==> src/rtl/i2s_rx_deserializer_if.sv <==
// Signal bundle for the I2S receive deserializer: serial pins and controls in,
// parallel sample pair and status out.
interface i2s_rx_deserializer_if #(
  parameter int unsigned SAMPLE_WIDTH = 24
);
  logic                    enable;
  logic                    err_clr;
  logic                    i2s_bclk;
  logic                    i2s_lrclk;
  logic                    i2s_d;
  logic [SAMPLE_WIDTH-1:0] left_sample;
  logic [SAMPLE_WIDTH-1:0] right_sample;
  logic                    sample_valid;
  logic                    frame_err;
  logic                    locked;

  modport master (
    output enable, err_clr, i2s_bclk, i2s_lrclk, i2s_d,
    input  left_sample, right_sample, sample_valid, frame_err, locked
  );

  modport slave (
    input  enable, err_clr, i2s_bclk, i2s_lrclk, i2s_d,
    output left_sample, right_sample, sample_valid, frame_err, locked
  );
endinterface

==> src/rtl/i2s_rx_deserializer.sv <==
// I2S receiver: synchronizes the async bclk/lrclk/data pins into clk, deserializes
// each slot MSB first and emits one checked left/right pair per frame.
module i2s_rx_deserializer #(
  parameter int unsigned SAMPLE_WIDTH  = 24,
  parameter int unsigned MAX_SLOT_BITS = 32
) (
  input  logic                  clk,
  input  logic                  reset,
  i2s_rx_deserializer_if.slave  bus
);

  typedef enum logic [1:0] {IDLE, HUNT, LEFT, RIGHT} state_e;

  localparam logic [6:0] SW_L  = 7'(SAMPLE_WIDTH);
  localparam logic [6:0] MAX_L = 7'(MAX_SLOT_BITS);

  state_e                  state_q, state_d;
  logic                    bclk_s1_q, bclk_s2_q, bclk_h_q;
  logic                    lr_s1_q, lr_s2_q, d_s1_q, d_s2_q;
  logic                    lr_prev_q, lr_prev_d;
  logic [5:0]              cnt_q, cnt_d;
  logic [SAMPLE_WIDTH-1:0] shift_q, shift_d;
  logic [SAMPLE_WIDTH-1:0] left_hold_q, left_hold_d;
  logic [SAMPLE_WIDTH-1:0] left_q, left_d, right_q, right_d;
  logic                    valid_q, valid_d, err_q, err_d;

  logic       bit_evt, slot_start, slot_ok, overflow;
  logic       err_evt, latch_left, emit;
  logic [6:0] cnt_inc;

  // A bit event is the first clk cycle in which the synchronized bclk reads high.
  assign bit_evt    = bclk_s2_q & ~bclk_h_q;
  assign slot_start = bit_evt && (lr_s2_q != lr_prev_q);
  assign cnt_inc    = {1'b0, cnt_q} + 7'd1;
  assign slot_ok    = ({1'b0, cnt_q} >= SW_L) && ({1'b0, cnt_q} <= MAX_L);
  assign overflow   = bit_evt && !slot_start && (cnt_inc > MAX_L);

  always_comb begin
    state_d    = state_q;
    err_evt    = 1'b0;
    latch_left = 1'b0;
    emit       = 1'b0;
    unique case (state_q)
      IDLE: if (bus.enable) state_d = HUNT;
      HUNT: if (slot_start && !lr_s2_q) state_d = LEFT;
      LEFT: begin
        if (slot_start) begin
          if (slot_ok && lr_s2_q) begin
            latch_left = 1'b1;
            state_d    = RIGHT;
          end else begin
            err_evt = 1'b1;
            state_d = HUNT;
          end
        end else if (overflow) begin
          err_evt = 1'b1;
          state_d = HUNT;
        end
      end
      RIGHT: begin
        if (slot_start) begin
          if (slot_ok && !lr_s2_q) begin
            emit    = 1'b1;
            state_d = LEFT;
          end else begin
            err_evt = 1'b1;
            state_d = HUNT;
          end
        end else if (overflow) begin
          err_evt = 1'b1;
          state_d = HUNT;
        end
      end
      default: state_d = IDLE;
    endcase
    // Disable overrides everything, including errors detected in the same cycle.
    if (!bus.enable) begin
      state_d    = IDLE;
      err_evt    = 1'b0;
      latch_left = 1'b0;
      emit       = 1'b0;
    end
  end

  always_comb begin
    lr_prev_d   = lr_prev_q;
    cnt_d       = cnt_q;
    shift_d     = shift_q;
    left_hold_d = left_hold_q;
    left_d      = left_q;
    right_d     = right_q;
    valid_d     = emit;
    err_d       = err_evt | (err_q & ~bus.err_clr);
    if (bit_evt) begin
      lr_prev_d = lr_s2_q;
      if (slot_start) begin
        cnt_d = '0;
      end else begin
        if (cnt_q != 6'h3F) cnt_d = cnt_q + 6'd1;
        if ({1'b0, cnt_q} < SW_L) shift_d = {shift_q[SAMPLE_WIDTH-2:0], d_s2_q};
      end
    end
    if (latch_left) left_hold_d = shift_q;
    if (emit) begin
      left_d  = left_hold_q;
      right_d = shift_q;
    end
  end

  always_ff @(posedge clk) begin
    if (reset) begin
      state_q     <= IDLE;
      bclk_s1_q   <= 1'b0;
      bclk_s2_q   <= 1'b0;
      bclk_h_q    <= 1'b0;
      lr_s1_q     <= 1'b0;
      lr_s2_q     <= 1'b0;
      d_s1_q      <= 1'b0;
      d_s2_q      <= 1'b0;
      lr_prev_q   <= 1'b0;
      cnt_q       <= '0;
      shift_q     <= '0;
      left_hold_q <= '0;
      left_q      <= '0;
      right_q     <= '0;
      valid_q     <= 1'b0;
      err_q       <= 1'b0;
    end else begin
      state_q     <= state_d;
      bclk_s1_q   <= bus.i2s_bclk;
      bclk_s2_q   <= bclk_s1_q;
      bclk_h_q    <= bclk_s2_q;
      lr_s1_q     <= bus.i2s_lrclk;
      lr_s2_q     <= lr_s1_q;
      d_s1_q      <= bus.i2s_d;
      d_s2_q      <= d_s1_q;
      lr_prev_q   <= lr_prev_d;
      cnt_q       <= cnt_d;
      shift_q     <= shift_d;
      left_hold_q <= left_hold_d;
      left_q      <= left_d;
      right_q     <= right_d;
      valid_q     <= valid_d;
      err_q       <= err_d;
    end
  end

  assign bus.left_sample  = left_q;
  assign bus.right_sample = right_q;
  assign bus.sample_valid = valid_q;
  assign bus.frame_err    = err_q;
  assign bus.locked       = (state_q == LEFT) || (state_q == RIGHT);

endmodule

==> src/flat_wrapper.sv <==
// flat-port wrapper written by rule: the top's interface ports become plain ports
module i2s_rx_deserializer_flat 
#(
  parameter int unsigned SAMPLE_WIDTH  = 24,
  parameter int unsigned MAX_SLOT_BITS = 32
)
  (clk, reset, bus_enable, bus_err_clr, bus_i2s_bclk, bus_i2s_lrclk, bus_i2s_d, bus_left_sample, bus_right_sample, bus_sample_valid, bus_frame_err, bus_locked);
  i2s_rx_deserializer_if #(.SAMPLE_WIDTH(SAMPLE_WIDTH)) bus_i ();
  input  logic clk;
  input  logic reset;
  input wire logic [$bits(bus_i.enable)-1:0] bus_enable;
  input wire logic [$bits(bus_i.err_clr)-1:0] bus_err_clr;
  input wire logic [$bits(bus_i.i2s_bclk)-1:0] bus_i2s_bclk;
  input wire logic [$bits(bus_i.i2s_lrclk)-1:0] bus_i2s_lrclk;
  input wire logic [$bits(bus_i.i2s_d)-1:0] bus_i2s_d;
  output wire logic [$bits(bus_i.left_sample)-1:0] bus_left_sample;
  output wire logic [$bits(bus_i.right_sample)-1:0] bus_right_sample;
  output wire logic [$bits(bus_i.sample_valid)-1:0] bus_sample_valid;
  output wire logic [$bits(bus_i.frame_err)-1:0] bus_frame_err;
  output wire logic [$bits(bus_i.locked)-1:0] bus_locked;
  assign bus_i.enable = bus_enable;
  assign bus_i.err_clr = bus_err_clr;
  assign bus_i.i2s_bclk = bus_i2s_bclk;
  assign bus_i.i2s_lrclk = bus_i2s_lrclk;
  assign bus_i.i2s_d = bus_i2s_d;
  assign bus_left_sample = bus_i.left_sample;
  assign bus_right_sample = bus_i.right_sample;
  assign bus_sample_valid = bus_i.sample_valid;
  assign bus_frame_err = bus_i.frame_err;
  assign bus_locked = bus_i.locked;
  i2s_rx_deserializer #(.SAMPLE_WIDTH(SAMPLE_WIDTH), .MAX_SLOT_BITS(MAX_SLOT_BITS)) u_core (.clk(clk), .reset(reset), .bus(bus_i));
endmodule
==> config.mk <==
export PLATFORM = sky130hd
export DESIGN_NAME = i2s_rx_deserializer_flat
export DESIGN_NICKNAME = d
export VERILOG_FILES = /design/src/rtl/i2s_rx_deserializer_if.sv /design/src/rtl/i2s_rx_deserializer.sv /design/src/flat_wrapper.sv
export SDC_FILE = /design/constraint.sdc
export NUM_CORES = 1
export LEC_CHECK = 0
export BUFFER_PORTS_ARGS = -buffer_cell sky130_fd_sc_hd__buf_2
export CORE_UTILIZATION = 50
export CTS_CLUSTER_DIAMETER = 120
export DETAILED_ROUTE_END_ITERATION = 8
export PLACE_DENSITY = 0.79
export REMOVE_ABC_BUFFERS = 1
export SLEW_MARGIN = 20
export SYNTH_ARGS = -nofsm -noshare
export SYNTH_HDL_FRONTEND = slang
export SYNTH_SLANG_ARGS = --single-unit
==> constraint.sdc <==
create_clock -name clk -period 2.4 [get_ports clk]
set_input_delay 0.12 -clock clk [delete_from_list [all_inputs] [get_ports clk]]
set_output_delay 0.12 -clock clk [all_outputs]
set_load 0.01 [all_outputs]
==> results.tsv, run 1 <==
metric	value	unit
Compound-Gate Fraction of Synth Area	12.2	%
Worst Slack Setup Final	0.387	ns
Setup crit end	u_core.cnt_q[0]	
Die W	93.9	um
first-pass GRT wire length	14400	um
final-stage net count	560	
post-route insts no fill	668	
Total GRT Usage	21.2	%
Max-cap violations	0	
RSZ-0062 raised after global routing	no	
CTS tree	done	
crit-path max cell delay	0.57	ns
Tcrit/Tclk final	83.9	%
Final Skew	0.00707	ns
Sw Pwr	886	uW
XOR/XNOR share of the synthesized area	1.04	%
WL met3	409	um
Synth area leader	dfxtp_1	
Cell variety after synth	35	
post-synthesis sequential area ratio	54.1	%
# setup viols final	0	
Total Power	4.58	mW
CTS buffer count	17	
Yosys Warn Count	0	
DR iter-0 viols	167	
slowest stage cell on the critical path	o21ai_0	
Setup Buffers After CTS	0	
Synth Instances	493	
main combinational cell family by area after synthesis	simple AND/OR/NAND/NOR gates	
critical-path cell list	ha_1 > and3_2 > nand3_1 > o21ai_0 > nor2_1 > a211oi_1	
min-delay worst type	in -> reg	
RR Startpoint	u_core.cnt_q[1]	
capturing point of the worst reg2reg path	u_core.cnt_q[0]	
ratio of cells with drive above 1 in the final layout	18.5	%
H-tree Lvls	4	
PortBufs	57	
Final min period	2.01	ns
Placer Congestion	0.793	
Worst Setup SP	u_core.cnt_q[1]	
Sink Count	114	
Yosys top cell area share	54.1	%
startpoint type of the worst setup path	flip-flop	
internal power	3.69	mW
CP delay by family, top	compound AO/OA/AOI/OAI gates	
final count of hold timing violations	0	
Fmax	0.497	GHz
Leak	1.99	nW
Routed WL	8770	um
Pre-Repair DR Iteration Count	5	
PD cells	876	mW/mm2
Final Util	63.9	%
met1 wire length	3860	um
Layout area overhead	23.7	%
Crit. path cell count	6	
Die Y	93.9	um
post-place instance area	0.00455	mm2
adder-cell area share of the yosys netlist	0.889	%
Clk pwr share	56.6	%
outcome	finished clean	
top layer in use	met4	
DRC violations left	0	
crit end category	flip-flop	
worst-path maximum fanout	6	
WP buf/inv	0	
Worst Path Arrival	2.43	ns
filler cell count	687	
IO Count	58	
initial core utilization	51.6	%
Logic pwr share	1.7	%
Antenna Cells	0	
Reg power frac	41.7	%
synth top area cells	dfxtp_1 54%, nand2_1 13%, a21oi_1 9.5%	
max_slew headroom	56.5	%
most common cell after layout, fill and taps aside	nand2_1	
vias per cell	5.18	
r2r worst-path depth	6	
clk root buf	clkbuf_8	
Post-Synth Simple-Gate Area	21.7	%
routed length on met2	4460	um
WL/cell	13.1	um
vias in the first global route	3288	
pre-CTS setup slack	0.418	ns
post-CTS sizing	0	
Slew Limit Fails	0	
Via Count	3461	
die footprint	0.00881	mm2
worst IR drop on VDD	0.565	mV
design area	0.00522	mm2
pin count of the biggest net entering global routing	62	
dpl cells	631	
area of the mapped netlist	0.00422	mm2
R2R Setup Slk	0.39	ns
clk buf depth	2	
worst-skew pair later-pin latency	0.51	ns
total gr overflow	0	
transition time of the tightest slew-check pin	0.646	ns
row count	33	
initial antenna violation count	0	
sw frac	19.4	%
Worst EP required	2.81	ns
synthesis-stage register bit count	114	
proportion of synthesized area in mux cells	5.69	%
post-DP HPWL	5360	um
commonest non-fill, non-tap cells in the layout	151 x nand2_1, 114 x dfxtp_1, 80 x a21oi_1	
ANT nets after route	0	
Worst-path clk slew	0.05	ns
Crit Path Class	reg -> reg	
Core Area	0.00818	mm2
Syn Area/Cell	8.56	um2
==> layout make-up <==
cell class | count | area [um2] | share of cell area (%)
sequential | 114 | 2280 | 43.7
multi-input combinational | 341 | 1760 | 33.7
clock buffer | 23 | 467 | 8.94
timing repair buffer | 72 | 413 | 7.91
clock inverter | 9 | 153 | 2.92
tap | 105 | 131 | 2.52
inverter | 4 | 15.0 | 0.288
==> cells by family (layout without fill, tap and decap cells) <==
group,count (synthesis),in the layout
compound gates,94,94
xor+xnor,5,5
fa+ha+maj,3,3
buf+inv,38,108
flops,114,114
mux,24,24
simple gates,215,215
==> power by group through the flow <==
| stage | Clock (mW) | Sequential, mW | Combinational (mW) |
|---|---|---|---|
| after CTS | 2.62 | 1.91 | 0.0775 |
| final | 2.59 | 1.91 | 0.0776 |
| after global placement | 0 | 1.95 | 0.0696 |
| after global routing | 2.71 | 1.91 | 0.0859 |
| after floorplan | 0 | 1.95 | 0.0263 |
| after detailed placement | 0 | 1.95 | 0.0708 |
==> what timing repair did <==
item,in CTS,in global routing
hold buffers,5,0
endpoints found under the setup margin,0,0
endpoints found under the hold margin,6,0
==> stage by stage <==
step | hold slack (ns) | TNS, ns
3_3_place_gp | 0.337 | 0
3_5_place_dp | 0.340 | 0
5_1_grt | 0.108 | 0
6_report | 0.0959 | 0
4_1_cts | 0.0836 | 0
2_1_floorplan | 0.189 | -58.90
==> metal layers <==
metal,track usage [%],up-vias
li1,-,1725
met1,23.5,1653
met2,37.8,78
met3,5.58,5
met4,9.49,0
met5,0,-
==> Yosys cell counts <==
cell type	count
a211o_1	1
a211oi_1	2
a21oi_1	80
a22oi_1	2
a311o_1	1
a31o_2	1
a31oi_4	1
and3_1	3
and3_2	1
and3b_1	1
buf_2	7
buf_4	3
buf_6	3
clkbuf_1	21
dfxtp_1	114
ha_1	3
inv_1	4
mux2i_1	24
nand2_1	151
nand2b_1	2
nand3_1	5
nand3b_1	3
nor2_1	32
nor2b_1	10
nor3_1	2
nor3_4	1
nor4_4	1
o21ai_0	4
o221a_2	1
o22ai_1	1
or3_1	1
or3b_1	1
or4_1	1
xnor2_1	4
xor2_1	1
==> flip-flops by register name, summed over array words and instances, names as in the netlist, 2 cells and up <==
signal and flops:
u_core.state_q 2, u_core.shift_q 24, u_core.left_hold_q 24, u_core.bus.right_sample 24, u_core.bus.left_sample 24, u_core.cnt_q 6
==> how the worst min path moves through the flow <==
| stage | start | slack, ns | to | depth (start not counted) |
|---|---|---|---|---|
| after floorplan | reset | 0.19 | u_core.bus.left_sample[0] | 1 |
| after global placement | bus_i2s_lrclk | 0.34 | u_core.lr_s1_q | 2 |
| after detailed placement | bus_i2s_lrclk | 0.34 | u_core.lr_s1_q | 2 |
| after CTS | reset | 0.08 | u_core.left_hold_q[9] | 2 |
| after global routing | reset | 0.11 | u_core.left_hold_q[9] | 2 |
| final | reset | 0.1 | u_core.left_hold_q[9] | 2 |
(Power assumes the default switching activity.)
==> run 2: changes to the inputs <==
PLACE_DENSITY = 0.82   (was 0.79)
clock period = 1.78 ns   (was 2.4 ns; I/O delays follow)
==> run 2 against run 1 <==
  * The run now ends with setup timing left
  * Worst setup slack got worse by 0.42 ns
  * Sequential cell count did not move
  * Combinational power grew 62%
  * Sequential share of layout area shrank 1.5 points
  * Utilization rose by 2.3 points
==> results.tsv, run 2 (synthesis results as in run 1) <==
metric	value	unit	change
outcome	finished, violations left		
violated checks	setup timing		
crit-path max cell delay	0.42	ns	-0.15 ns
DRC violations left	0		unchanged
WP buf/inv	2		+2
r2r worst-path depth	6		unchanged
Placer Congestion	0.799		+0.77%
worst-path maximum fanout	6		unchanged
RR Startpoint	u_core.state_q[0]		
Routed WL	9400	um	+7.2%
filler cell count	653		-4.9%
final count of hold timing violations	0		unchanged
Tcrit/Tclk final	102	%	+18 points
total negative slack	-0.0883	ns	-0.0883 ns
DR iter-0 viols	198		+19%
WL/cell	13.7	um	+4.2%
Leak	2.09	nW	+5.0%
ratio of cells with drive above 1 in the final layout	22.9	%	+4.4 points
Worst-path clk slew	0.06	ns	about the same
Core Area	0.00818	mm2	unchanged
Crit Path Class	reg -> reg		
row count	33		unchanged
Hold EP	u_core.d_s1_q		
Crit. path cell count	6		unchanged
startpoint type of the worst setup path	flip-flop		
clk root buf	clkbuf_8		
Die Y	93.9	um	unchanged
Sink Count	114		unchanged
Max-cap violations	0		unchanged
hold path start	bus_i2s_d		
post-place instance area	0.00469	mm2	+3.0%
CP delay by family, top	simple AND/OR/NAND/NOR gates		
final-stage net count	579		+3.4%
Layout area overhead	28.2	%	
R2R Setup Slk	-0.03	ns	-0.42 ns
vias in the first global route	3299		+0.33%
Total Power	5.99	mW	+31%
CTS tree	done		
Slew Limit Fails	0		unchanged
pin count of the biggest net entering global routing	71		+15%
design area	0.00541	mm2	+3.6%
most common cell after layout, fill and taps aside	nand2_1		
die footprint	0.00881	mm2	unchanged
Total GRT Usage	22.0	%	+0.80 points
initial core utilization	51.6	%	unchanged
clk buf depth	2		unchanged
Worst Path Arrival	2.17	ns	-0.26 ns
worst-skew pair later-pin latency	0.51	ns	about the same
Via Count	3588		+3.7%
post-DP HPWL	5590	um	+4.3%
RSZ-0062 raised after global routing	yes		
ANT nets after route	0		unchanged
worst IR drop on VDD	0.639	mV	+13%
total gr overflow	0		unchanged
worst hold slack	0.325	ns	+0.229 ns
min-delay worst type	in -> reg		
post-route insts no fill	687		+2.8%
PD cells	1110	mW/mm2	+26%
H-tree Lvls	4		unchanged
initial antenna violation count	0		unchanged
slowest stage cell on the critical path	or3b_4		
Pre-Repair DR Iteration Count	5		unchanged
Final min period	1.81	ns	-0.204 ns
vias per cell	5.22		+0.80%
dpl cells	646		+2.4%
Fmax	0.553	GHz	+11%
Antenna Cells	0		unchanged
capturing point of the worst reg2reg path	u_core.left_hold_q[21]		
commonest non-fill, non-tap cells in the layout	151 x nand2_1, 112 x dfxtp_1, 80 x a21oi_1		
Worst Setup SP	u_core.state_q[0]		
crit end category	flip-flop		
Final Skew	0.0106	ns	+0.00352 ns
first-pass GRT wire length	14900	um	+3.3%
Worst EP required	2.14	ns	-0.67 ns
CTS buffer count	17		unchanged
critical-path cell list	or3b_4 > nor4_4 > buf_4 > buf_8 > mux2i_1 > nor2_1		
Hold Crit Depth	3		+1
Worst Slack Setup Final	-0.0293	ns	-0.416 ns
# setup viols final	7		+7
transition time of the tightest slew-check pin	0.676	ns	+0.0306 ns
IO Count	58		unchanged
Die W	93.9	um	unchanged
max_slew headroom	54.9	%	-1.6 points
PortBufs	57		unchanged
[run 2: changes by cell type in the layout (fill, tap and decap cells not counted), moves of 2 or more]
cell	delta
buf_12	+3
buf_4	+12
clkbuf_8	-3
clkinv_2	+2
clkinv_4	+2
dfxtp_1	-2
dfxtp_2	+2
inv_6	+2
mux2i_1	-2
mux2i_2	+2
[run 2: final cells by class]
cell class              instances  area [um2]  share of cell area (%)
clock buffers                  19         422                    7.79
well taps                     105         131                    2.43
multi-input cells             341        1790                    33.1
repair buffers                 91         607                    11.2
flip-flops and latches        114        2280                    42.2
clock inverters                13         160                    2.96
inverters                       4        15.0                   0.278
[run 2: where the power goes]
group | internal (mW) | switching (mW)
sequential | 2.56 | 0.00533
clock | 2.13 | 1.17
combinational | 0.0440 | 0.0820
total | 4.74 | 1.26
[run 2: per-layer routing]
metal | GRT usage [%] | up-vias | part of all wire [%] | wire length (um)
li1 | - | 1773 | - | -
met2 | 35.4 | 131 | 50 | 4670
met3 | 5.99 | 2 | 6.3 | 592
met4 | 10.3 | 0 | 0.57 | 54
met5 | 0 | - | 0 | 0
met1 | 27.4 | 1682 | 43 | 4080
[run 2: what timing repair did]
item	4_1_cts	5_1_grt
resized for setup	2	17
cloned	0	1
pin swaps	1	3
setup buffers	0	2
endpoints found under the hold margin	5	0
setup endpoints to repair	10	80
hold buffers	6	0
[run 2: stage by stage]
| step | worst slack (ns) | utilization [%] |
|---|---|---|
| floorplan | -1.82 | - |
| global placement | 0.0729 | 57.3 |
| detailed placement | 0.00668 | 57.3 |
| CTS | -0.00927 | 65.2 |
| global route | -0.0931 | 66.2 |
| finish | -0.0293 | 66.2 |
[run 2: worst max-delay path by stage]
stage | to | slack (ns)
finish | u_core.left_hold_q[21] | -0.03
global placement | u_core.left_hold_q[10] | 0.07
global route | u_core.left_hold_q[6] | -0.09
CTS | u_core.left_hold_q[6] | -0.009
detailed placement | u_core.left_hold_q[20] | 0.007
floorplan | u_core.bus.left_sample[0] | -1.82
[run 2: worst min-delay path: stages]
cell and delay (ns):
dlygate4sd3_1 0.52, buf_2 0.09, nor2b_1 0.10
==> run 3: changes to the inputs <==
==> constraint.sdc (replaced) <==
create_clock -name clk -period 1.78 [get_ports clk]
set_input_delay 0.178 -clock clk [delete_from_list [all_inputs] [get_ports clk]]
set_output_delay 0.178 -clock clk [all_outputs]
set_load 0.01 [all_outputs]
==> run 3 against run 2 <==
  * The flow still finishes with violations (setup timing)
  * Sequential cell count is the same
  * Count of clock-buffer cells in the layout up 4
  * Wire length increased by 9.1%
  * Cell count increased by 0.44%
  * Sequential power about the same
==> results.tsv, run 3 (synthesis results as in run 1) <==
metric	value	unit	change
Final Skew	0.00660	ns	-0.00399 ns
violated checks	setup timing		
clk buf depth	2		unchanged
Fmax	0.539	GHz	-2.4%
ANT nets after route	0		unchanged
dpl cells	644		-0.31%
Pre-Repair DR Iteration Count	5		unchanged
PD cells	1070	mW/mm2	-3.3%
RSZ-0062 raised after global routing	yes		
filler cell count	627		-4.0%
Placer Congestion	0.879		+10%
startpoint type of the worst setup path	flip-flop		
Leak	2.12	nW	+1.7%
total negative slack	-0.435	ns	-0.346 ns
Die W	93.9	um	unchanged
post-DP HPWL	5570	um	-0.32%
pre-CTS setup slack	0.0264	ns	+0.0197 ns
first-pass GRT wire length	15200	um	+1.7%
CTS buffer count	17		unchanged
row count	33		unchanged
Worst EP required	2.17	ns	+0.03 ns
worst IR drop on VDD	0.759	mV	+19%
worst-skew pair later-pin latency	0.51	ns	about the same
Via Count	3684		+2.7%
max_slew headroom	76.0	%	+21 points
min-delay worst type	in -> reg		
Max-cap violations	0		unchanged
Worst Path Arrival	2.24	ns	+0.07 ns
Worst-path clk slew	0.06	ns	about the same
Routed WL	10300	um	+9.1%
transition time of the tightest slew-check pin	0.360	ns	-0.316 ns
slowest stage cell on the critical path	or3b_4		
Tcrit/Tclk final	104	%	+2.5 points
most common cell after layout, fill and taps aside	nand2_1		
Slew Limit Fails	0		unchanged
IO Count	58		unchanged
final count of hold timing violations	0		unchanged
PortBufs	57		unchanged
post-route insts no fill	690		+0.44%
total gr overflow	0		unchanged
vias per cell	5.34		+2.2%
outcome	finished, violations left		
vias in the first global route	3298		-0.030%
ratio of cells with drive above 1 in the final layout	23.8	%	+0.91 points
clk root buf	clkbuf_8		
critical-path cell list	or3b_4 > nor4_4 > buf_4 > buf_8 > mux2i_1 > nor2_1		
commonest non-fill, non-tap cells in the layout	151 x nand2_1, 110 x dfxtp_1, 80 x a21oi_1		
Antenna Cells	0		unchanged
crit end category	flip-flop		
CTS tree	done		
WP buf/inv	2		unchanged
Total GRT Usage	22.6	%	+0.56 points
Sink Count	114		unchanged
Layout area overhead	30.2	%	
WL/cell	14.9	um	+8.7%
Die Y	93.9	um	unchanged
# setup viols final	16		+9
Final min period	1.85	ns	+0.0451 ns
DR iter-0 viols	277		+40%
Worst Slack Setup Final	-0.0744	ns	-0.0451 ns
Core Area	0.00818	mm2	unchanged
final-stage net count	582		+0.52%
pin count of the biggest net entering global routing	79		+11%
crit-path max cell delay	0.41	ns	about the same
die footprint	0.00881	mm2	unchanged
initial core utilization	51.6	%	unchanged
CP delay by family, top	simple AND/OR/NAND/NOR gates		
design area	0.00549	mm2	+1.5%
initial antenna violation count	0		unchanged
post-place instance area	0.00467	mm2	-0.32%
DRC violations left	0		unchanged
Crit Path Class	reg -> reg		
worst-path maximum fanout	6		unchanged
H-tree Lvls	4		unchanged
[run 3: area by class of cell]
type | count | area (um2) | area share, %
Tap cell | 105 | 131 | 2.39
Inverter | 4 | 15.0 | 0.273
Sequential cell | 114 | 2290 | 41.7
Multi-Input combinational cell | 341 | 1820 | 33.1
Clock inverter | 9 | 106 | 1.94
Clock buffer | 23 | 457 | 8.31
Timing Repair Buffer | 94 | 674 | 12.3
[run 3: power breakdown]
group	switching [mW]	internal, mW
sequential	0.00652	2.56
clock	1.13	2.06
combinational	0.0822	0.0444
[run 3: worst reg2reg max path, cell delays in order (launching register included)]
cell	delay, ns
dfxtp_4	0.37
or3b_4	0.41
nor4_4	0.29
buf_4	0.19
buf_8	0.13
mux2i_1	0.26
nor2_1	0.08
[run 3: metrics by stage]
step	power [mW]	hold WS [ns]	util [%]
after global placement	2.73	0.390	57.2
after global routing	6.07	0.0544	67.2
after CTS	5.91	0.0373	64.6
after detailed placement	2.73	0.399	57.2
final	5.89	0.0599	67.2
after floorplan	2.66	0.247	-
[run 3: what timing repair did]
| item | 4_1_cts | 5_1_grt |
|---|---|---|
| setup endpoints to repair | 3 | 80 |
| pin swaps | 0 | 10 |
| resized for setup | 2 | 28 |
| buffers inserted | 0 | 6 |
| cloned | 0 | 4 |
| endpoints found under the hold margin | 4 | 0 |
| hold buffers | 4 | 0 |
[run 3: routing by layer]
metal | global-route usage, % | wire [um] | vias to the layer above
met4 | 9.49 | 284 | 0
met2 | 37.7 | 5100 | 161
met3 | 7.20 | 665 | 33
met1 | 26.6 | 4210 | 1712
met5 | 0 | 0 | -
li1 | - | - | 1778
[run 3: path summary, 6_finish.rpt]
| path | slack (ns) | startpoint | end | cells past startpoint |
|---|---|---|---|---|
| worst max-delay path | -0.07 | u_core.lr_s2_q | u_core.left_hold_q[13] | 6 |
| worst min-delay path | 0.06 | bus_enable | u_core.state_q[0] | 4 |
| worst max register to register | -0.07 | u_core.lr_s2_q | u_core.left_hold_q[13] | 6 |
| worst min register to register | 0.44 | u_core.d_s2_q | u_core.shift_q[0] | 2 |
